`src/rtl/seg7_pkg.sv`:
```
// Shared seven-segment definitions: glyph type, hex glyph constants
// (segments a..g, a in the MSB, active-high) and the dark glyph.
package seg7_pkg;

   typedef logic [6:0] glyph_t;

   localparam glyph_t GLYPH_0     = 7'b1111110;
   localparam glyph_t GLYPH_1     = 7'b0110000;
   localparam glyph_t GLYPH_2     = 7'b1101101;
   localparam glyph_t GLYPH_3     = 7'b1111001;
   localparam glyph_t GLYPH_4     = 7'b0110011;
   localparam glyph_t GLYPH_5     = 7'b1011011;
   localparam glyph_t GLYPH_6     = 7'b1011111;
   localparam glyph_t GLYPH_7     = 7'b1110010;
   localparam glyph_t GLYPH_8     = 7'b1111111;
   localparam glyph_t GLYPH_9     = 7'b1111011;
   localparam glyph_t GLYPH_A     = 7'b1110111;
   localparam glyph_t GLYPH_B     = 7'b0011111;
   localparam glyph_t GLYPH_C     = 7'b1001110;
   localparam glyph_t GLYPH_D     = 7'b0111101;
   localparam glyph_t GLYPH_E     = 7'b1001111;
   localparam glyph_t GLYPH_F     = 7'b1000111;
   localparam glyph_t GLYPH_BLANK = 7'b0000000;

endpackage

```
`src/rtl/seg7_glyph.sv`:
```
// Combinational hex nibble to seven-segment glyph decoder (active-high).
module seg7_glyph
   import seg7_pkg::*;
(
   input  logic [3:0] nibble,
   output logic [6:0] glyph
);

   // Look up the glyph for the nibble; dark glyph as the default.
   always_comb begin
      glyph = GLYPH_BLANK;
      case (nibble)
         4'h0: glyph = GLYPH_0;
         4'h1: glyph = GLYPH_1;
         4'h2: glyph = GLYPH_2;
         4'h3: glyph = GLYPH_3;
         4'h4: glyph = GLYPH_4;
         4'h5: glyph = GLYPH_5;
         4'h6: glyph = GLYPH_6;
         4'h7: glyph = GLYPH_7;
         4'h8: glyph = GLYPH_8;
         4'h9: glyph = GLYPH_9;
         4'hA: glyph = GLYPH_A;
         4'hB: glyph = GLYPH_B;
         4'hC: glyph = GLYPH_C;
         4'hD: glyph = GLYPH_D;
         4'hE: glyph = GLYPH_E;
         4'hF: glyph = GLYPH_F;
         default: glyph = GLYPH_BLANK;
      endcase
   end

endmodule

```
`src/rtl/seg7_scan.sv`:
```
// Multiplexed seven-segment display scanner with double-buffered contents.
// New data is staged by load and only swapped into the display register at
// a frame boundary, so a frame never shows a mix of old and new digits.
module seg7_scan
   import seg7_pkg::*;
#(
   parameter int NUM_DIGITS = 4,
   parameter int CLK_DIV    = 50000,
   parameter int ACTIVE_LOW = 0
) (
   input  logic                      clk,
   input  logic                      rst,
   input  logic [4*NUM_DIGITS-1:0]   data,
   input  logic [NUM_DIGITS-1:0]     dp_in,
   input  logic [NUM_DIGITS-1:0]     blank,
   input  logic                      lz_en,
   input  logic                      load,
   output logic [6:0]                seg,
   output logic                      dp,
   output logic [NUM_DIGITS-1:0]     an,
   output logic                      upd_ack,
   output logic                      frame_done
);

   localparam int IDX_W = (NUM_DIGITS > 1) ? $clog2(NUM_DIGITS) : 1;
   localparam int CNT_W = $clog2(CLK_DIV);
   localparam logic INV = (ACTIVE_LOW != 0);
   localparam logic [IDX_W-1:0] LAST_IDX = IDX_W'(NUM_DIGITS - 1);
   localparam logic [CNT_W-1:0] LAST_CNT = CNT_W'(CLK_DIV - 1);

   logic [CNT_W-1:0]        presc;
   logic [IDX_W-1:0]        idx;
   logic [IDX_W-1:0]        next_idx;
   logic                    started;
   logic                    tick;
   logic                    wrap;

   logic [4*NUM_DIGITS-1:0] stage_data;
   logic [NUM_DIGITS-1:0]   stage_dp;
   logic [NUM_DIGITS-1:0]   stage_blank;
   logic                    pending;

   logic [4*NUM_DIGITS-1:0] disp_data;
   logic [NUM_DIGITS-1:0]   disp_dp;
   logic [NUM_DIGITS-1:0]   disp_blank;

   logic [4*NUM_DIGITS-1:0] next_data;
   logic [NUM_DIGITS-1:0]   next_dp;
   logic [NUM_DIGITS-1:0]   next_blank;

   logic [3:0]              cur_nib;
   logic                    cur_dp;
   logic                    cur_blank;
   logic                    cur_lz;
   logic                    zero_run;
   logic [NUM_DIGITS-1:0]   an_next;
   logic [6:0]              glyph_raw;
   logic [6:0]              seg_val;
   logic                    dp_val;

   // The first tick after reset lands on digit 0 without counting as a wrap;
   // a single-digit display wraps on every tick.
   assign tick     = (presc == LAST_CNT);
   assign wrap     = tick && (idx == LAST_IDX) && (started || (NUM_DIGITS == 1));
   assign next_idx = (!started || idx == LAST_IDX) ? '0 : idx + 1'b1;

   // Display contents as they will be after this edge: a load on the wrap
   // cycle bypasses staging, otherwise pending staged data is swapped in.
   always_comb begin
      next_data  = disp_data;
      next_dp    = disp_dp;
      next_blank = disp_blank;
      if (wrap && load) begin
         next_data  = data;
         next_dp    = dp_in;
         next_blank = blank;
      end else if (wrap && pending) begin
         next_data  = stage_data;
         next_dp    = stage_dp;
         next_blank = stage_blank;
      end
   end

   // Pick the digit for the upcoming slot; zero_run tracks whether this
   // nibble and all higher ones are zero, for leading-zero suppression.
   always_comb begin
      cur_nib   = 4'h0;
      cur_dp    = 1'b0;
      cur_blank = 1'b0;
      cur_lz    = 1'b0;
      zero_run  = 1'b1;
      an_next   = '0;
      for (int k = NUM_DIGITS - 1; k >= 0; k--) begin
         zero_run = zero_run & (next_data[4*k +: 4] == 4'h0);
         if (next_idx == IDX_W'(k)) begin
            cur_nib    = next_data[4*k +: 4];
            cur_dp     = next_dp[k];
            cur_blank  = next_blank[k];
            cur_lz     = lz_en && (k != 0) && zero_run;
            an_next[k] = 1'b1;
         end
      end
   end

   seg7_glyph u_glyph (
      .nibble (cur_nib),
      .glyph  (glyph_raw)
   );

   assign seg_val = (cur_blank || cur_lz) ? GLYPH_BLANK : glyph_raw;
   assign dp_val  = cur_dp && !cur_blank;

   // Prescaler and digit index; the index only moves on a tick.
   always_ff @(posedge clk) begin
      if (rst) begin
         presc   <= '0;
         idx     <= '0;
         started <= 1'b0;
      end else begin
         presc <= tick ? '0 : presc + 1'b1;
         if (tick) begin
            idx     <= next_idx;
            started <= 1'b1;
         end
      end
   end

   // Staging buffer, pending flag and frame-boundary swap into the display register.
   always_ff @(posedge clk) begin
      if (rst) begin
         stage_data  <= '0;
         stage_dp    <= '0;
         stage_blank <= '0;
         pending     <= 1'b0;
         disp_data   <= '0;
         disp_dp     <= '0;
         disp_blank  <= '0;
         upd_ack     <= 1'b0;
         frame_done  <= 1'b0;
      end else begin
         upd_ack    <= 1'b0;
         frame_done <= wrap;
         disp_data  <= next_data;
         disp_dp    <= next_dp;
         disp_blank <= next_blank;
         if (wrap && (load || pending)) begin
            upd_ack <= 1'b1;
            pending <= 1'b0;
         end else if (load) begin
            stage_data  <= data;
            stage_dp    <= dp_in;
            stage_blank <= blank;
            pending     <= 1'b1;
         end
      end
   end

   // Output registers in pin polarity; they hold inactive until the first tick.
   always_ff @(posedge clk) begin
      if (rst) begin
         seg <= {7{INV}};
         dp  <= INV;
         an  <= {NUM_DIGITS{INV}};
      end else if (tick) begin
         seg <= seg_val ^ {7{INV}};
         dp  <= dp_val ^ INV;
         an  <= an_next ^ {NUM_DIGITS{INV}};
      end
   end

endmodule

```
`config.mk`:
```
export PLATFORM = sky130hd
export DESIGN_NAME = seg7_scan
export DESIGN_NICKNAME = d
export VERILOG_FILES = /design/src/rtl/seg7_pkg.sv /design/src/rtl/seg7_glyph.sv /design/src/rtl/seg7_scan.sv
export SDC_FILE = /design/constraint.sdc
export NUM_CORES = 1
export LEC_CHECK = 0
export BUFFER_PORTS_ARGS = -buffer_cell sky130_fd_sc_hd__buf_2
export CELL_PAD_IN_SITES_DETAIL_PLACEMENT = 0
export CELL_PAD_IN_SITES_GLOBAL_PLACEMENT = 1
export CORE_MARGIN = 5
export CORE_UTILIZATION = 40
export DETAILED_ROUTE_END_ITERATION = 12
export PLACE_DENSITY_LB_ADDON = 0.1
export RECOVER_POWER = 25
export SLEW_MARGIN = 20
export SYNTH_ARGS = -nofsm -noshare
export SYNTH_HDL_FRONTEND = slang
export SYNTH_SLANG_ARGS = --single-unit
```
`constraint.sdc`:
```
create_clock -name clk -period 4 [get_ports clk]
set_clock_uncertainty 0.05 [all_clocks]
set_input_delay 0.4 -clock clk [delete_from_list [all_inputs] [get_ports clk]]
set_output_delay 0.4 -clock clk [all_outputs]
set_load 0.01 [all_outputs]
```
==> impl_metrics.json <==
{
  "clock-root-buffer": "clkbuf_8",
  "synth_most_common_cell": "nor2_1",
  "cp_max_fo": 14,
  "async_flop_share": 0,
  "die_h_um": 111,
  "register_area_sq_um": 1640,
  "fin_crit_sh": 0.886,
  "place_hpwl_mm": 8.27,
  "critical_path_class": "register to register",
  "p_seq_frac": 0.488,
  "seq_area_frac_synth": 0.405,
  "drive_gt1_frac": 0.127,
  "ys_ff_latch": 82,
  "internal-power_mw": 1.34,
  "final_hold_viol_count": 0,
  "start_util": 0.413,
  "status": "finished with violations",
  "ios": 42,
  "cp-startpoint": "presc[0]$_SDFF_PP0_",
  "slew_headroom": -0.186,
  "core_area_sq_um": 9820,
  "dr.pass1.iters": 5,
  "grt_pass1_vias": 3650,
  "cp.arrival_ps": 3730,
  "critPathRequiredTime_ps": 4190,
  "gr-usage-all-layers": 0.193,
  "clock-sinks": 82,
  "viasPerCell": 5.50,
  "routedWlPerCell_um": 17.1,
  "ant_nets": 0,
  "drt_iter0_markers": 231,
  "rows": 36,
  "failed_checks": "max-capacitance violations, max-slew violations",
  "wl_mm": 11.6,
  "r2r-start": "presc[0]$_SDFF_PP0_",
  "clkSlewWorstSetupHoldPaths_ps": 80,
  "tritoncts": "yes",
  "chipWidth_um": 111,
  "r2r-end": "seg[2]$_SDFFE_PP0N_",
  "yosys_warnings": 0,
  "rsz0062_at_grt": "no",
  "ys.flop_type": "dfxtp_1",
  "multiInputGateArea_sq_um": 2260,
  "setup_slack_ps": 458,
  "fin_crit_ps": 3540,
  "reg2reg_setup_slack_ps": 460,
  "rr_worst_depth": 10,
  "syn_inst": 509,
  "syn_nets": 544,
  "ys_top_cells_by_area": "dfxtp_1 40%, nor2_1 7.7%, nand2_1 6.9%, a21oi_1 4.6%, o22ai_1 3.1%",
  "start_kind": "register",
  "powerDensity_nw_per_um2": 375,
  "cts_resized": 0,
  "drcViolationCount": 0,
  "layout.nets": 575,
  "hp-class": "input pin to register",
  "grt_pass1_wl_mm": 19.3,
  "max_slew.worst_pin.slew_ps": 1780,
  "numPortBuffers": 41,
  "hold_depth": 3,
  "holdCritStartpoint": "data[14]",
  "synth_top_area_frac": 0.405,
  "crit_path_end_kind": "register",
  "ir_drop_mv": 0.171,
  "clkPwrFrac": 0.451,
  "die-area_sq_um": 12300,
  "syn_avg_cell_area_sq_um": 7.97,
  "holdBufCountCts": 0,
  "vias": 3721,
  "cts_setup_buffers": 0,
  "slew_violations": 39,
  "swShare": 0.220,
  "htreeDepth": 3,
  "synth_edf_count": 0,
  "place.gp.congestion": 0.863,
  "grt_overflow": 0,
  "antenna_found_initial": 0,
  "netlist_area_sq_um": 4060,
  "ys_types": 65,
  "p_switching_mw": 0.379,
  "drv_cap": 1,
  "synthTopCellsByCount": "83 x nor2_1, 82 x dfxtp_1, 75 x nand2_1",
  "grt_max_degree": 39,
  "setup_tns_ps": 0,
  "cts_buffers": 9,
  "setup_viol": 0,
  "fmax_mhz": 282,
  "hold_end": "stage_data[14]$_SDFFE_PP0P_",
  "clock_latency_ps": 350,
  "synth_top_cell_by_area": "dfxtp_1",
  "area_growth_pct": 13.1,
  "leakagePower_nw": 1.81,
  "fillers": 1065,
  "num_antenna_cells": 0,
  "dp_worst_setup_slack_ps": 524,
  "cts_buffer_depth": 2,
  "power.share.combinational": 0.060
}
[logic make-up after synthesis]
group | after synthesis | synth area share
AND/OR/NAND/NOR | 247 | 0.292
AO/OA/AOI/OAI | 121 | 0.200
flip-flops | 82 | 0.405
buffers and inverters | 34 | 0.0395
XOR/XNOR | 12 | 0.0259
adder cells (fa/ha/maj) | 7 | 0.0216
multiplexers | 6 | 0.0163
[metrics by stage]
step / utilization / std cells / power [mW] / hold slack (ps) / cell area [sq um]
3_5_place_dp: 0.444 / 662 / 0.966 / 388 / 4360
3_3_place_gp: 0.444 / 662 / 0.964 / 375 / 4360
5_1_grt: 0.467 / 677 / 1.79 / 229 / 4590
6_report: 0.467 / 677 / 1.72 / 240 / 4590
2_1_floorplan: - / 509 / 0.922 / 363 / 4060
4_1_cts: 0.470 / 677 / 1.74 / 229 / 4610
[flip-flops by register name, indices dropped and copies added, names as in the netlist, 2 cells and up]
register and count:
an 4, disp_blank 4, disp_data 16, disp_dp 4, idx 2, presc 16
seg 7, stage_blank 4, stage_data 16, stage_dp 4
[cell usage in the layout (no fill, tap or decap), drive strengths merged, types with 8 or more instances in the layout]
cell type,n
o21ai,19
a21oi,37
clkbuf,26
dfxtp,82
a31oi,8
o22ai,20
nor3,24
nand3,12
buf,35
nor2,84
a21o,8
nand2,78
xor2,8
nand2b,9
[layout make-up]
type	instances	share of cell area
clock buffer	10	0.0278
multi-input combinational	393	0.492
clock inverter	5	0.0278
inverter	3	0.00245
tap	133	0.0363
timing repair buffer	51	0.0562
sequential	82	0.358
[per-layer routing]
metal  global-route usage  wire length, um  vias up
met3               0.0388              519       11
met1                0.266             5510     1768
li1                     -                -     1855
met5                    0                0        -
met2                0.311             5390       87
met4               0.0468              140        0
[critical path: stages (launching register included)]
cell,delay [ps]
dfxtp_1,350
ha_1,200
and3_1,290
and4_1,570
nand2_1,350
nor3_1,250
nor3_1,120
o221ai_2,590
mux2_2,410
nor3_1,160
o31ai_1,80
[power by group through the flow]
stage / clock network [mW] / registers [mW] / logic, mW
finish: 0.777 / 0.841 / 0.104
global route: 0.832 / 0.844 / 0.118
CTS: 0.798 / 0.841 / 0.106
detailed placement: 0 / 0.860 / 0.105
global placement: 0 / 0.860 / 0.104
floorplan: 0 / 0.857 / 0.0642
[worst max path at each step]
stage / to / slack, ps / cells past startpoint
after global routing: seg[3]$_SDFFE_PP0N_ / 200 / 10
after CTS: seg[2]$_SDFFE_PP0N_ / 510 / 10
after global placement: seg[2]$_SDFFE_PP0N_ / 570 / 10
after floorplan: seg[5]$_SDFFE_PP0N_ / 940 / 14
after detailed placement: seg[2]$_SDFFE_PP0N_ / 520 / 10
final: seg[2]$_SDFFE_PP0N_ / 460 / 10
Power figures use the tool's default switching activity.
